==> config.mk <==
export PLATFORM = sky130hd
export DESIGN_NAME = serial_twos_comp
export DESIGN_NICKNAME = d
export VERILOG_FILES = /design/src/rtl/serial_twos_comp.sv
export SDC_FILE = /design/constraint.sdc
export NUM_CORES = 1
export LEC_CHECK = 0
export ABC_CLOCK_PERIOD_IN_PS = 3070
export CAP_MARGIN = 25
export CORE_AREA = 2 2 39 41
export CTS_CLUSTER_DIAMETER = 100
export DETAILED_ROUTE_END_ITERATION = 16
export DIE_AREA = 0 0 41 43
export SLEW_MARGIN = 10
export SYNTH_ARGS = -nofsm -noshare
export SYNTH_HDL_FRONTEND = slang
export SYNTH_SLANG_ARGS = --single-unit
==> constraint.sdc <==
create_clock -name clk -period 3.07 [get_ports clk]
set_input_delay 0.307 -clock clk [delete_from_list [all_inputs] [get_ports clk]]
set_output_delay 0.307 -clock clk [all_outputs]
set_load 0.02 [all_outputs]
==> src/rtl/serial_twos_comp.sv <==
// serial_twos_comp
// ----------------
// LSB-first bit-serial two's complement unit. Each of LANES parallel lanes
// carries an independent WORD_W-bit serial word, and all lanes share the same
// framing. Each word is either negated or passed through, as selected by
// in_negate on its first bit. One register stage sits between input and output.
//
// Negation uses the classic serial rule: copy bits up to and including the
// first 1, then invert every later bit. A per-lane "seen a one" state machine
// (Q0/Q1) tracks which of those two phases the lane is in.
//
// Optional feature macro: SERIAL_TWOS_COMP_OVF_EN
//   defined   -> per-lane overflow detection (negating -2^(WORD_W-1))
//   undefined -> ovf tied to zero, detection logic absent
//
// Ports
//   clk        rising-edge clock
//   n_reset    asynchronous active-low reset
//   sync_clr   synchronous abort; discards the word in progress
//   in_valid   input bits valid this cycle
//   in_data    one serial bit per lane, LSB first
//   in_negate  word mode (1 negate, 0 pass), sampled on the first bit only
//   out_valid  output bits valid
//   out_data   result bits, LSB first; holds its value while out_valid is low
//   out_last   marks the final (MSB) bit of an output word
//   ovf        per-lane overflow flag, only ever high together with out_last

module serial_twos_comp #(
    parameter int WORD_W = 8,
    parameter int LANES  = 1
) (
    input  logic             clk,
    input  logic             n_reset,
    input  logic             sync_clr,
    input  logic             in_valid,
    input  logic [LANES-1:0] in_data,
    input  logic             in_negate,
    output logic             out_valid,
    output logic [LANES-1:0] out_data,
    output logic             out_last,
    output logic [LANES-1:0] ovf
);

    localparam int CNT_W = (WORD_W > 2) ? $clog2(WORD_W) : 1;
    localparam logic [CNT_W-1:0] LAST_CNT = CNT_W'(WORD_W - 1);

    typedef enum logic {
        Q0 = 1'b0,
        Q1 = 1'b1
    } seen_t;

    logic [CNT_W-1:0] cnt;
    logic [CNT_W-1:0] cnt_next;
    logic             neg;
    logic             neg_next;
    seen_t            q      [LANES];
    seen_t            q_next [LANES];

    logic             first_bit;
    logic             last_bit;
    logic             eff_neg;
    logic             take;
    logic [LANES-1:0] res_bit;

    // sync_clr drops a bit presented in the same cycle, so it never reaches the output
    assign take = in_valid & ~sync_clr;

    // Bit position, word mode and the effective mode for the current bit.
    // On the first bit the stored mode is stale, so in_negate is used directly.
    always_comb begin
        first_bit = (cnt == '0);
        last_bit  = (cnt == LAST_CNT);
        eff_neg   = first_bit ? in_negate : neg;
        cnt_next  = cnt;
        neg_next  = neg;
        if (sync_clr) begin
            cnt_next = '0;
        end else if (in_valid) begin
            cnt_next = last_bit ? '0 : cnt + CNT_W'(1);
            if (first_bit) begin
                neg_next = in_negate;
            end
        end
    end

    // Per-lane seen-one machine and result bit. The lane state returns to Q0
    // after the last bit, so a back-to-back word starts clean.
    always_comb begin
        res_bit = '0;
        for (int i = 0; i < LANES; i++) begin
            q_next[i] = q[i];
            res_bit[i] = (eff_neg && (q[i] == Q1)) ? ~in_data[i] : in_data[i];
            if (sync_clr) begin
                q_next[i] = Q0;
            end else if (in_valid) begin
                if (last_bit) begin
                    q_next[i] = Q0;
                end else if (q[i] == Q0) begin
                    q_next[i] = in_data[i] ? Q1 : Q0;
                end
            end
        end
    end

    always_ff @(posedge clk or negedge n_reset) begin
        if (!n_reset) begin
            cnt <= '0;
            neg <= 1'b0;
            for (int i = 0; i < LANES; i++) begin
                q[i] <= Q0;
            end
        end else begin
            cnt <= cnt_next;
            neg <= neg_next;
            for (int i = 0; i < LANES; i++) begin
                q[i] <= q_next[i];
            end
        end
    end

    always_ff @(posedge clk or negedge n_reset) begin
        if (!n_reset) begin
            out_valid <= 1'b0;
            out_data  <= '0;
            out_last  <= 1'b0;
        end else begin
            out_valid <= take;
            out_last  <= take & last_bit;
            if (take) begin
                out_data <= res_bit;
            end
        end
    end

`ifdef SERIAL_TWOS_COMP_OVF_EN
    logic [LANES-1:0] ovf_bit;

    // Only -2^(WORD_W-1) overflows when negated: the lane is still in Q0 when
    // the MSB arrives, and that MSB is 1. Its output is the unchanged input.
    always_comb begin
        ovf_bit = '0;
        for (int i = 0; i < LANES; i++) begin
            ovf_bit[i] = eff_neg && last_bit && (q[i] == Q0) && in_data[i];
        end
    end

    always_ff @(posedge clk or negedge n_reset) begin
        if (!n_reset) begin
            ovf <= '0;
        end else begin
            ovf <= take ? ovf_bit : '0;
        end
    end
`else
    assign ovf = '0;
`endif

endmodule

; ---- Word-level counts from Yosys, hierarchy flattened
; Cells that the tools add are included.
[classes]
add_sub_neg = 1
n_eq_ne = 1
muxes = 10
bitwise = 4
reduce_logical = 4
[op_table]
columns = operator, n
row1 = 3-bit 2-to-1 mux, 3
row2 = 1-bit 2-to-1 mux, 7
row3 = "3-bit by 1-bit adder with 3-bit output, second input constant", 1
row4 = "3-bit equality test, second input constant", 1
row5 = 3-bit logical NOT, 1
row6 = 1-bit bitwise AND, 2
row7 = 1-bit inverter, 2
row8 = 2-bit AND reduction, 1
row9 = 2-bit nonzero test, 1
row10 = 1-bit logical AND, 1
[totals]
regBits = 8
input_bits = 6
out_inout_bits = 4
word_cells = 26

; ---- Logic depth before layout (Yosys ltp)
; Gate-level depths: netlist (run 1).
[depth]
depth_word = 5
depth_mapped = 5
mapped_depth_nobuf = 5

; ---- Worst setup path after synthesis (run 1)
; No wires, ideal clock.
[synth_timing]
path_kind = register -> register
from = reg cnt[0]
to = reg neg
setup_time_ns = 0.125
t_arrival_ns = 1.126
required_time_ns = 2.945
setup_slack_ns = 1.819
stages_incl_launch_ff = 6
n_path_buf = 0
period_less_slack_ns = 1.251
path_cell_list = dfrtp_1 > inv_1 > ha_1 > and2b_1 > nand2_2 > mux2_4
[synth_between]
elab_chain_len = 2
[synth_rtl]
columns = item, line
row1 = from (decl), 52  ; logic [CNT_W-1:0] cnt;
row2 = from (signal assigned), 113  ; cnt <= cnt_next;
row3 = 3-bit logical NOT, 71  ; first_bit = (cnt == '0);
row4 = 1-bit 2-to-1 mux, --
row5 = to (signal assigned), 114  ; neg <= neg_next;
row6 = to (decl), 54  ; logic neg;
; Every way passes these cells.
; A chain may end at the register's enable or synchronous reset.

; ---- Final worst setup path (run 1)
[layout_timing]
from = reg out_data
to = out out_data
[layout_rtl]
columns = item, line
row1 = from (decl), 39  ; output logic [LANES-1:0] out_data,
row2 = from (signal assigned), 130  ; out_data <= res_bit;
; No word-level cell between the ends.

==> impl_metrics.py, run 1 <==
metrics = {
    "setup_path": {
        "crit_buf_inv": 1,
        "end_kind": "primary output",
        "crit_path_max_incr_delay_ns": 0.60,
        "cp_slowest_cell": "clkdlybuf4s50_1",
        "cp-start-kind": "flop",
        "crit_arrival_ns": 1.20,
        "cp_data_required_time_ns": 2.76,
        "worstPathCellList": "clkdlybuf4s50_1",
        "path_max_fanout": 2,
        "cpLargestDelayFamily": "buffers and inverters",
        "crit_type": "flop to primary output",
    },
    "pwr": {
        "ir_drop_v": 0.0002843,
        "power_density_mw_per_mm2": 463.0,
        "power_mw": 0.2450,
        "leakagePower_nw": 0.2444,
    },
    "floorplan": {
        "start_util_pct": 30.74,
        "fp.dieH_um": 43,
        "dieArea_sq_mm": 0.001763,
        "io_pins": 10,
        "std_cell_rows": 14,
        "die_x_um": 41,
        "core_region_area_sq_mm": 0.001384,
    },
    "worst_hold_path": {
        "hold_path.class": "input port to async pin",
    },
    "yosys": {
        "synth.net_count": 47,
        "ys_async_sr_fraction_pct": 100.0,
        "synth_cell_type_count": 23,
        "synth-simple-area-share_pct": 17.06,
        "seq_area_frac_synth_pct": 47.06,
        "synthAdderAreaFrac_pct": 8.824,
        "ys_seq_elements": 8,
        "synth-xor-area-share_pct": 0,
        "synth_top_area_cell": "dfrtp_1",
        "syn-cell-area_sq_um": 425.4,
        "yosys_warnings": 0,
        "ys.flop_type": "dfrtp_1",
        "synth_edf_count": 0,
        "synth.top_cell.area_share_pct": 47.06,
        "avgSynthCellArea_sq_um": 11.19,
        "muxShareOfSynthArea_pct": 8.235,
        "synth_compound_area_share_pct": 10.88,
        "synth_top_family_by_area": "simple AND/OR/NAND/NOR gates",
        "netlist_top_cells_area": "dfrtp_1 (47%), ha_1 (8.8%), mux2i_1 (4.7%)",
        "synth_cells": 38,
        "yosysMostFrequentCell": "dfrtp_1",
        "yosys-top-cells-count": "dfrtp_1 (8), ha_1 (3), inv_1 (3), nor2_1 (3)",
    },
    "timing": {
        "finalMaxSlewViolations": 0,
        "rsz0062_at_grt": "no",
        "fin_crit_ns": 1.504,
        "setup_viol": 0,
        "period_share_pct": 49.00,
        "finClkSkew_ns": 0.0008435,
        "hold_violations": 0,
        "fmax_mhz": 664.8,
        "setup_tns_ns": 0,
    },
    "clocking": {
        "clk_latency_ns": 0.25,
        "htree_num_levels": 1,
        "postCtsSetupRepairBufs": 0,
        "cts.sinks": 8,
        "clk_pin_slew_worst_paths_ns": 0.05,
        "cts-root-buf": "clkbuf_4",
        "cts_buffers": 3,
        "cts_tree": "built",
        "cts_buffer_depth": 2,
        "holdBufCountCts": 0,
        "cts.repair.resized": 0,
    },
    "routing": {
        "vias_per_cell": 4.794,
        "drc": 0,
        "drt_iter0_drc": 2,
        "postRouteAntennaNets": 0,
        "drt_wl_total_um": 694,
        "vias": 302,
        "first_pass_iters": 2,
        "wl_per_cell_um": 11.02,
    },
    "global_route": {
        "grt_pass1_wl_mm": 1.145,
        "track_usage_pct": 10.52,
        "antenna_found_initial": 0,
        "overflow": 0,
        "grt_pass1_vias": 293,
        "grt_max_degree": 9,
    },
    "cells_and_area": {
        "drive_gt1_share_pct": 14.89,
        "diodes": 0,
        "final_nets": 58,
        "multi_input_area_sq_um": 195.2,
        "regArea_sq_um": 200.2,
        "area_growth_pct": 24.41,
        "final.fill_count": 142,
    },
    "status": {
        "status": "finished, final reports clean",
    },
    "place": {
        "port_buffers": 8,
        "gp_congestion": 0.7005,
        "place_hpwl_um": 554.7,
    },
    "flow_run": {
        "maxCapViolations": 0,
    },
}
routing by layer:
layer  wire, um  up-vias  part of all wire [%]  GRT usage (%)
li1           -      145                     -              -
met1        301      143                    43          10.86
met2        309       12                    45          14.69
met3         71        2                    10          9.424
met4         12        0                   1.7          4.000
met5          0        -                     0              0
registers in the layout, summed over array words and instances, names as in the netlist:
name,cells
out_valid,1
out_last,1
out_data,1
neg,1
q,1
cnt,3
stage by stage:
stage                     area, sq um  worst slack (ns)  hold slack (ns)  std cells  util [%]
after detailed placement        506.7             1.425           0.5074         60     36.62
after CTS                       529.3             1.544           0.3464         63     38.25
after global placement          506.7             1.446           0.4989         60     36.62
after global routing            529.3             1.496           0.3459         63     38.25
final                           529.3             1.566           0.3332         63     38.25
after floorplan                 425.4             1.819          0.01141         38         -
report_power, final:
| part | switching, mW | internal (mW) |
|---|---|---|
| clock | 0.0353 | 0.0447 |
| combinational | 0.0209 | 0.0240 |
| sequential | 0.00582 | 0.114 |
layout by cell type (no fill, tap or decap), drive strengths merged, types with 2 or more instances in the layout:
master,synthesis,routed
nor2,3,3
nand2,2,2
dfrtp,8,8
a21oi,2,2
clkbuf,0,3
clkdlybuf4s50,0,8
mux2i,2,2
ha,3,3
inv,3,3
final timing paths:
path	from	end	slack, ns	depth (start not counted)
worst max register to register	cnt[0]	neg	1.75	5
max in group asynchronous	n_reset	out_data	2.47	1
worst min-delay path	n_reset	out_valid	0.33	1
min in group clk	neg	neg	0.52	1
worst min register to register	neg	neg	0.52	1
worst max-delay path	out_data	out_data	1.57	1
logic make-up (layout without fill, tap and decap cells):
group / Yosys count / count (layout)
flops: 8 / 8
fa+ha+maj: 3 / 3
simple gates: 11 / 11
mux: 3 / 3
buf+inv: 5 / 14
other cells: 1 / 1
compound gates: 7 / 7
final cells by class:
type                    instances  share of cell area (%)
clock buffers                   3                   4.255
inverters                       3                   2.128
multi-input cells              25                   36.88
repair buffers                  8                   15.13
flip-flops and latches          8                   37.83
well taps                      16                   3.783
Power figures use the tool's default switching activity.
==> run 2: changes to the inputs <==
--- a/config.mk
+++ b/config.mk
@@ -5,7 +5,7 @@
 export SDC_FILE = /design/constraint.sdc
 export NUM_CORES = 1
 export LEC_CHECK = 0
-export ABC_CLOCK_PERIOD_IN_PS = 3070
+export ABC_CLOCK_PERIOD_IN_PS = 1400
 export CAP_MARGIN = 25
 export CORE_AREA = 2 2 39 41
 export CTS_CLUSTER_DIAMETER = 100
==> constraint.sdc (replaced) <==
create_clock -name clk -period 1.4 [get_ports clk]
set_input_delay 0.14 -clock clk [delete_from_list [all_inputs] [get_ports clk]]
set_output_delay 0.14 -clock clk [all_outputs]
set_load 0.02 [all_outputs]
==> impl_metrics.py, run 2 (synthesis gave the netlist of run 1 again) <==
metrics = {
    "clocking": {
        "cts-root-buf": "clkbuf_4",
        "clk_latency_ns": 0.25,
        "htree_num_levels": 1,
        "cts_buffer_depth": 2,
        "holdBufCountCts": 0,
        "postCtsSetupRepairBufs": 0,
        "cts_tree": "built",
        "clk_pin_slew_worst_paths_ns": 0.05,
        "cts.sinks": 8,
        "cts.repair.resized": 0,
        "cts_buffers": 3,
    },
    "cells_and_area": {
        "diodes": 0,
        "drive_gt1_share_pct": 18.37,
        "final_nets": 60,
        "top_register": "cnt",
        "final_cell_mix": "dfrtp_1 (8), clkdlybuf4s50_1 (8)",
        "area_growth_pct": 27.94,
        "final_area_sq_um": 544.3,
        "final.fill_count": 151,
        "utilization_pct": 39.33,
        "largest_reg_flops": 3,
    },
    "floorplan": {
        "fp.dieH_um": 43,
        "dieArea_sq_mm": 0.001763,
        "io_pins": 10,
        "start_util_pct": 30.74,
        "std_cell_rows": 14,
        "die_x_um": 41,
        "core_region_area_sq_mm": 0.001384,
    },
    "routing": {
        "drt_iter0_drc": 3,
        "drt_wl_total_um": 730,
        "vias": 297,
        "wl_per_cell_um": 11.23,
        "postRouteAntennaNets": 0,
        "first_pass_iters": 4,
        "vias_per_cell": 4.569,
        "drc": 0,
    },
    "place": {
        "gp_congestion": 0.7491,
        "post_dp_cell_area_sq_um": 521.8,
        "port_buffers": 8,
    },
    "pwr": {
        "ir_drop_v": 0.0004290,
        "leakagePower_nw": 0.2540,
        "power_density_mw_per_mm2": 991.8,
    },
    "timing": {
        "finClkSkew_ns": 0.0001904,
        "setup_viol": 0,
        "fin_crit_ns": 1.329,
        "setup_tns_ns": 0,
        "rsz0062_at_grt": "no",
        "hold_violations": 0,
        "fmax_mhz": 752.4,
        "finalMaxSlewViolations": 0,
        "period_share_pct": 94.94,
    },
    "worst_hold_path": {
        "hold_path.class": "input port to async pin",
    },
    "setup_path": {
        "crit_arrival_ns": 1.46,
        "end_kind": "flop",
        "path_max_fanout": 4,
        "regToRegStartpoint": "cnt[0]",
        "r2r_cells": 5,
        "cp_data_required_time_ns": 1.53,
        "cp-start-kind": "flop",
        "reg2reg_slack_ns": 0.07,
        "crit_type": "flop to flop",
        "reg2reg_to": "neg",
    },
    "global_route": {
        "track_usage_pct": 10.64,
        "overflow": 0,
        "busiest_layer": "met1",
        "grt_pass1_wl_mm": 1.193,
        "grt_use_met2_pct": 13.44,
        "grt_pass1_vias": 284,
        "use_met1_pct": 13.58,
        "antenna_found_initial": 0,
        "use_met3_pct": 3.141,
        "grt_max_degree": 9,
    },
    "flow_run": {
        "maxCapViolations": 0,
    },
    "status": {
        "status": "finished, final reports clean",
    },
}
-- run 2: changes by cell type in the layout (fill, tap and decap cells not counted) --
| cell | delta |
|---|---|
| buf_4 | +2 |
-- run 2: final cells by class --
type | instances | area [sq um] | area share [%]
Clock buffer | 3 | 22.52 | 4.138
Inverter | 3 | 11.26 | 2.069
Multi-Input combinational cell | 25 | 195.2 | 35.86
Sequential cell | 8 | 200.2 | 36.78
Tap cell | 16 | 20.02 | 3.678
Timing Repair Buffer | 10 | 95.09 | 17.47
-- run 2: critical path, stage by stage (launching register included) --
cell,delay [ns]
dfrtp_1,0.38
inv_1,0.06
ha_1,0.21
and2b_1,0.19
nand2_2,0.08
mux2_4,0.29
-- run 2: metrics by stage --
step	worst slack (ns)	power, mW	instances	hold WS (ns)
after global placement	0.1044	0.3692	62	0.4462
after global routing	0.008707	0.5775	65	0.1982
after CTS	0.04643	0.5535	65	0.1750
after floorplan	0.1487	0.3276	38	-0.1556
final	0.07084	0.5398	65	0.1725
after detailed placement	0.08291	0.3709	62	0.4459
-- run 2: per-layer routing --
metal	vias up	share of wire (%)
met5	-	0
met4	0	2.7
met3	4	6.7
met2	10	46
met1	135	45
li1	148	-
-- run 2: how the worst max path moves through the flow --
stage,startpoint,end,slack [ns],cells after the start
after floorplan,cnt[0],neg,0.15,5
after global placement,cnt[0],neg,0.10,5
after detailed placement,cnt[0],neg,0.08,5
after CTS,out_data,out_data,0.05,1
after global routing,cnt[0],neg,0.009,5
final,cnt[0],neg,0.07,5
-- run 2: where the power goes --
| part | switching, mW | internal [mW] |
|---|---|---|
| registers | 0.0114 | 0.250 |
| logic | 0.0478 | 0.0562 |
| clock network | 0.0760 | 0.0979 |
